## src/rtl/lieat_csa_tree_pipe.sv

```systemverilog
// lieat_csa_tree_pipe
//   Pipelined multi-operand carry-save reduction tree. NUM_OPS operands of
//   WIDTH bits are reduced level by level with 3:2 compressors until a single
//   sum/carry pair remains. A pipeline register follows every REG_EVERY
//   levels (and the last level). When FINAL_ADD=1 an extra registered stage
//   resolves the pair into result_o. Both sides use a valid/ready handshake.
//
// Ports
//   clk        rising-edge clock
//   rst_n      asynchronous active-low reset
//   flush_i    synchronous flush: drops every in-flight vector
//   in_valid   operand vector valid
//   in_ready   tree accepts operand vector
//   ops_i      operand k at ops_i[k*WIDTH +: WIDTH]
//   out_valid  result valid
//   out_ready  downstream accepts result
//   sum_o      carry-save sum of the final tree level
//   carry_o    carry-save carry of the final tree level (bit 0 always 0)
//   result_o   sum_o + carry_o mod 2^WIDTH (0 when FINAL_ADD=0)
//
// Legal ranges: WIDTH >= 2, NUM_OPS 3..16, REG_EVERY 1..6, FINAL_ADD 0/1.

module lieat_csa_tree_pipe #(
  parameter int WIDTH     = 16,
  parameter int NUM_OPS   = 8,
  parameter int REG_EVERY = 2,
  parameter int FINAL_ADD = 1
) (
  input  logic                     clk,
  input  logic                     rst_n,
  input  logic                     flush_i,
  input  logic                     in_valid,
  output logic                     in_ready,
  input  logic [NUM_OPS*WIDTH-1:0] ops_i,
  output logic                     out_valid,
  input  logic                     out_ready,
  output logic [WIDTH-1:0]         sum_o,
  output logic [WIDTH-1:0]         carry_o,
  output logic [WIDTH-1:0]         result_o
);

  // Live operand count after k reduction levels.
  function automatic int cnt_at(input int k);
    int n;
    n = NUM_OPS;
    for (int i = 0; i < k; i++) n = 2 * (n / 3) + (n % 3);
    return n;
  endfunction

  function automatic int calc_levels();
    int n;
    int l;
    n = NUM_OPS;
    l = 0;
    for (int i = 0; i < 32; i++) begin
      if (n > 2) begin
        n = 2 * (n / 3) + (n % 3);
        l++;
      end
    end
    return l;
  endfunction

  localparam int L   = calc_levels();
  localparam int S   = (L + REG_EVERY - 1) / REG_EVERY;
  localparam int NST = S + ((FINAL_ADD != 0) ? 1 : 0);

  // Number of levels completed at the output of tree register stage s.
  function automatic int stage_end(input int s);
    return ((s + 1) * REG_EVERY < L) ? (s + 1) * REG_EVERY : L;
  endfunction

  // Bit offset of level l's output inside the flattened level bus.
  function automatic int lvl_off(input int l);
    int o;
    o = 0;
    for (int i = 0; i < l; i++) o += cnt_at(i + 1) * WIDTH;
    return o;
  endfunction

  // Bit offset of tree stage s's register inside the flattened register bus.
  function automatic int reg_off(input int s);
    int o;
    o = 0;
    for (int i = 0; i < s; i++) o += cnt_at(stage_end(i)) * WIDTH;
    return o;
  endfunction

  localparam int LTOT = lvl_off(L);
  localparam int RTOT = reg_off(S);

  // Every level's combinational output and every stage register are packed
  // into two flat buses; the operand count shrinks per level so a uniform
  // array would leave dead bits behind.
  wire [LTOT-1:0] lvl_bus;
  wire [RTOT-1:0] reg_bus;

  logic [NST-1:0] v;
  logic [NST-1:0] rdy;
  logic [NST-1:0] vin;
  logic [NST-1:0] load;

  // ------------------------------------------------------------------
  // Handshake: stage k is ready if it is empty or anything downstream of
  // it (including the consumer) can move. Written in closed form so the
  // ready chain has no self-referencing vector.
  // ------------------------------------------------------------------
  always_comb begin
    rdy = '0;
    for (int k = 0; k < NST; k++) begin
      rdy[k] = out_ready;
      for (int j = k; j < NST; j++) begin
        if (!v[j]) rdy[k] = 1'b1;
      end
    end
  end

  assign in_ready = rdy[0] & ~flush_i;

  always_comb begin
    vin    = '0;
    vin[0] = in_valid & in_ready;
    for (int k = 1; k < NST; k++) vin[k] = v[k-1];
    // Flush must not disturb data registers, so it also blocks loads.
    load = rdy & vin & {NST{~flush_i}};
  end

  always_ff @(posedge clk or negedge rst_n) begin
    if (!rst_n) begin
      v <= '0;
    end else if (flush_i) begin
      v <= '0;
    end else begin
      for (int k = 0; k < NST; k++) begin
        if (rdy[k]) v[k] <= vin[k];
      end
    end
  end

  assign out_valid = v[NST-1];

  // ------------------------------------------------------------------
  // Compressor levels. Triples are taken from index 0 upward; each triple
  // yields (sum, carry) in that order, leftovers follow unchanged. The
  // last level always sees exactly three operands, so its output is
  // element 0 = sum, element 1 = carry.
  // ------------------------------------------------------------------
  for (genvar l = 0; l < L; l++) begin : g_lvl
    localparam int NIN  = cnt_at(l);
    localparam int NG   = NIN / 3;
    localparam int OOFF = lvl_off(l);

    wire [NIN*WIDTH-1:0] li;

    if (l == 0) begin : g_src_in
      assign li = ops_i;
    end else if ((l % REG_EVERY) == 0) begin : g_src_reg
      assign li = reg_bus[reg_off(l / REG_EVERY - 1) +: NIN*WIDTH];
    end else begin : g_src_lvl
      assign li = lvl_bus[lvl_off(l - 1) +: NIN*WIDTH];
    end

    for (genvar g = 0; g < NG; g++) begin : g_csa
      wire [WIDTH-1:0] a = li[(3*g)*WIDTH   +: WIDTH];
      wire [WIDTH-1:0] b = li[(3*g+1)*WIDTH +: WIDTH];
      wire [WIDTH-1:0] c = li[(3*g+2)*WIDTH +: WIDTH];

      assign lvl_bus[OOFF + (2*g)*WIDTH +: WIDTH] = a ^ b ^ c;
      // Majority shifted left by one; the MSB carry falls off (mod 2^WIDTH).
      assign lvl_bus[OOFF + (2*g+1)*WIDTH +: WIDTH] =
        {(a[WIDTH-2:0] & b[WIDTH-2:0]) |
         (a[WIDTH-2:0] & c[WIDTH-2:0]) |
         (b[WIDTH-2:0] & c[WIDTH-2:0]), 1'b0};
    end

    for (genvar r = 0; r < NIN - 3*NG; r++) begin : g_pass
      assign lvl_bus[OOFF + (2*NG+r)*WIDTH +: WIDTH] = li[(3*NG+r)*WIDTH +: WIDTH];
    end
  end

  // ------------------------------------------------------------------
  // Tree pipeline registers. Data only moves on a handshake into the
  // stage; bubbles keep stale data, which is harmless behind valid.
  // ------------------------------------------------------------------
  for (genvar s = 0; s < S; s++) begin : g_stg
    localparam int LAST = stage_end(s) - 1;
    localparam int NW   = cnt_at(LAST + 1) * WIDTH;

    logic [NW-1:0] q;

    always_ff @(posedge clk or negedge rst_n) begin
      if (!rst_n) begin
        q <= '0;
      end else if (load[s]) begin
        q <= lvl_bus[lvl_off(LAST) +: NW];
      end
    end

    assign reg_bus[reg_off(s) +: NW] = q;
  end

  wire [WIDTH-1:0] tree_sum   = reg_bus[reg_off(S-1)         +: WIDTH];
  wire [WIDTH-1:0] tree_carry = reg_bus[reg_off(S-1) + WIDTH +: WIDTH];

  if (FINAL_ADD != 0) begin : g_fadd
    logic [WIDTH-1:0] sum_q;
    logic [WIDTH-1:0] carry_q;
    logic [WIDTH-1:0] result_q;

    // sum/carry travel with the result so all three outputs stay aligned.
    always_ff @(posedge clk or negedge rst_n) begin
      if (!rst_n) begin
        sum_q    <= '0;
        carry_q  <= '0;
        result_q <= '0;
      end else if (load[S]) begin
        sum_q    <= tree_sum;
        carry_q  <= tree_carry;
        result_q <= tree_sum + tree_carry;
      end
    end

    assign sum_o    = sum_q;
    assign carry_o  = carry_q;
    assign result_o = result_q;
  end else begin : g_nofadd
    assign sum_o    = tree_sum;
    assign carry_o  = tree_carry;
    assign result_o = '0;
  end

endmodule

```

## config.mk

```make
export PLATFORM = sky130hd
export DESIGN_NAME = lieat_csa_tree_pipe
export DESIGN_NICKNAME = d
export VERILOG_FILES = /design/src/rtl/lieat_csa_tree_pipe.sv
export SDC_FILE = /design/constraint.sdc
export NUM_CORES = 1
export LEC_CHECK = 0
export BUFFER_PORTS_ARGS = -buffer_cell sky130_fd_sc_hd__buf_4
export CELL_PAD_IN_SITES_DETAIL_PLACEMENT = 1
export CELL_PAD_IN_SITES_GLOBAL_PLACEMENT = 1
export CORE_AREA = 10 10 163 165
export DETAILED_ROUTE_END_ITERATION = 8
export DIE_AREA = 0 0 173 175
export PLACE_DENSITY = 0.78
export SLEW_MARGIN = 20
export SYNTH_ARGS = -nofsm -noshare
export SYNTH_HDL_FRONTEND = slang
export SYNTH_SLANG_ARGS = --single-unit
```

## constraint.sdc

```tcl
create_clock -name clk -period 2 [get_ports clk]
set_clock_uncertainty 0.2 [all_clocks]
set_input_delay 0.1 -clock clk [delete_from_list [all_inputs] [get_ports clk]]
set_output_delay 0.1 -clock clk [all_outputs]
set_load 0.005 [all_outputs]
```

==> impl_metrics.csv <==
group,metric,value,unit
yosys,yosys_warnings,0,
finish,final_cells,1335,
yosys,avgSynthCellArea,11.1,µm²
sta,slew_headroom,61.2,%
placement,hpwlAfterDp,17.7,mm
power_and_ir_drop,power.density,1280,nW/µm²
yosys,async_flop_share,100,%
routing,remaining_drc_errors,0,
cts,cts_buffer_depth,2,
placement,io_buffers,180,
floorplan,die_area,30300,µm²
cts,cts.root.buffer_cell,"clkbuf_16",
sta,tightest_slew,0.581,ns
critical_path,crit_arrival,2.42,ns
routing,route.detailed.wl_per_inst,17.6,µm
routing,first_pass_iters,4,
critical_path,path_class,"reg -> reg",
sta,rsz0062_at_grt,"true",
critical_path,critPathMaxFanout,3,
floorplan,coreArea,23300,µm²
yosys,synth.cell_area,8070,µm²
critical_path,cp-startpoint,"g_stg[1].q[2]$_DFFE_PN0P_",
floorplan,fp.dieW,173,µm
finish,layout_common_cells,"buf_4 (226), nand2_1 (140), dfrtp_1 (139), inv_1 (120), fa_1 (86)",
sta,finalSetupViolCount,13,
min_path,hold_class,"in -> reg",
finish,area_delta_synth_final,42.0,%
finish,layout-drive-gt1-share,35.4,%
yosys,ys_types,44,
floorplan,rows,56,
power_and_ir_drop,leakage,5.77,nW
grt,grt_usage,15.7,%
critical_path,cp.required,2.15,ns
min_path,min_from,"ops_i[118]",
cts,cts_tree,"built",
floorplan,ios,183,
critical_path,end_kind,"flip-flop",
routing,viasPerCell,4.59,
grt,grt_pass1_wl,38.3,mm
sta,finalHoldViolCount,1,
sta,period_minus_slack,2.27,ns
cts,numCtsBuffers,17,
grt,antenna_found_initial,2,
grt,grt_pass1_vias,7250,
run,cap_violations,0,
sta,setup_tns,-1.25,ns
finish,final_common_cell,"buf_4",
cts,clkLatencyLatePin,0.42,ns
sta,timing.hold.ws,-0.00655,ns
sta,fin_crit_sh,113,%
placement,dp.cells,1243,
yosys,synth_seq_area_share,43.1,%
grt,grt_overflow_total,0,
cts,cts_max_level,4,
floorplan,start_util,34.7,%
placement,globalplace.congestion,0.788,
grt,grt_start_max_net_pins,59,
yosys,yosys_register_bits,139,
critical_path,r2r_start,"g_stg[1].q[2]$_DFFE_PN0P_",
finish,nets,1236,
outcome,status,"finished with violations",
yosys,ys.flop_type,"dfrtp_1",
yosys,synth-edff-count,0,
sta,fin_ws,-0.267,ns
sta,maxSlewViolCount,0,
routing,dr_total_vias,6122,
outcome,violations,"hold timing, setup timing",
sta,fmax,0.441,GHz
routing,ant_nets,0,
cts,clk_pin_slew_worst_paths,0.06,ns
critical_path,start_kind,"flip-flop",
routing,wl,23.5,mm
yosys,syn-instance-count,726,
power_and_ir_drop,ir_worst_vdd,0.519,mV
floorplan,fp.dieH,175,µm
cts,clock_sinks,139,
routing,drt_iter0_markers,245,
==> path summary, 6_finish.rpt <==
check | to | slack [ns] | depth (start not counted)
worst max-delay path | result_o[14]$_DFFE_PN0P_ | -0.27 | 8
worst max register to register | result_o[14]$_DFFE_PN0P_ | -0.27 | 8
worst min register to register | result_o[6]$_DFFE_PN0P_ | 0.28 | 2
min in group asynchronous | result_o[13]$_DFFE_PN0P_ | 0.05 | 2
max in group asynchronous | g_stg[1].q[4]$_DFFE_PN0P_ | 0.91 | 3
worst min-delay path | g_lvl[2].li[55]$_DFFE_PN0P_ | -0.007 | 4
==> Yosys cell counts, types with 5 or more instances <==
| cell | number | area [µm²] |
|---|---|---|
| a21oi_1 | 7 | 35.0 |
| xnor2_1 | 10 | 87.6 |
| inv_1 | 122 | 458 |
| buf_1 | 5 | 18.8 |
| mux2_2 | 61 | 687 |
| a21o_1 | 5 | 37.5 |
| ha_1 | 16 | 200 |
| dfrtp_1 | 139 | 3480 |
| nor2_1 | 9 | 33.8 |
| xor2_1 | 7 | 61.3 |
| o21ai_0 | 42 | 210 |
| buf_2 | 8 | 40.0 |
| fa_1 | 87 | 1740 |
| nand2_1 | 141 | 529 |
| nand3_1 | 5 | 25.0 |
| clkbuf_1 | 12 | 45.0 |
| nor3_1 | 5 | 25.0 |
==> cell families (layout without fill, tap and decap cells) <==
kind of cell	after synthesis	after routing	synth area share, %
buffers and inverters	152	438	7.47
and+or+nand+nor	173	173	8.84
AOI/OAI and AO/OA	78	78	5.89
xor gates and xnor gates	17	17	1.84
DFF	139	139	43.1
other	1	5	0.0465
adders and majority gates	103	103	24.1
muxes	63	63	8.76
==> per-layer routing <==
metal	track usage, %	share of wire (%)	routed length [µm]	vias to the layer above
li1	-	-	-	2815
met1	18.7	42	9830	3117
met2	26.8	51	11900	167
met3	5.00	6.0	1400	23
met4	4.38	1.5	349	0
met5	0	0	0	-
==> per-stage QoR <==
step | power [mW] | area [µm²] | setup WS (ns) | hold slack, ns | util (%)
5_1_grt | 15.7 | 11500 | -0.307 | 0.00619 | 49.3
3_3_place_gp | 10.4 | 10200 | -0.189 | -0.0787 | 43.6
4_1_cts | 14.4 | 11300 | -0.253 | 0.000956 | 48.8
2_1_floorplan | 7.64 | 8090 | -0.128 | -0.396 | -
3_5_place_dp | 10.8 | 10200 | -0.326 | -0.0870 | 43.6
6_report | 14.7 | 11500 | -0.267 | -0.00655 | 49.3
==> sequential cells by signal (all words and copies together) (netlist names) <==
signal	cells
carry_o	14
g_lvl.li	62
g_stg.q	30
v	3
result_o	14
sum_o	16
==> critical path: stages (launching register included) <==
cell and delay [ns]:
dfrtp_1 0.40, ha_4 0.16, inv_2 0.04, fa_2 0.36, nor2b_4 0.16, o31ai_4 0.10, a2111o_1 0.41, a211o_1 0.30
nand3_1 0.07
==> repair_timing <==
| item | 4_1_cts | 5_1_grt |
|---|---|---|
| hold buffers | 48 | 0 |
| gates resized for setup | 25 | 20 |
| hold endpoints to repair | 177 | 0 |
| endpoints found under the setup margin | 15 | 74 |
| pin swaps | 11 | 11 |
| buffers inserted | 6 | 5 |
==> cell type report <==
class	instances	area [µm²]
Clock inverter	14	121
Fill cell	2559	11800
Inverter	122	458
Tap cell	319	399
Multi-Input combinational cell	436	4210
Timing Repair Buffer	284	2350
Sequential cell	139	3480
Clock buffer	18	439
Antenna cell	3	7.51
==> report_power, final <==
part	internal, mW	switching [mW]	total, mW	leakage (nW)
Sequential	3.85	0.777	4.62	1.72
Combinational	3.72	3.34	7.06	3.79
Clock	1.74	1.24	2.99	0.261
Total	9.31	5.36	14.7	5.77
Power figures use the tool's default switching activity.
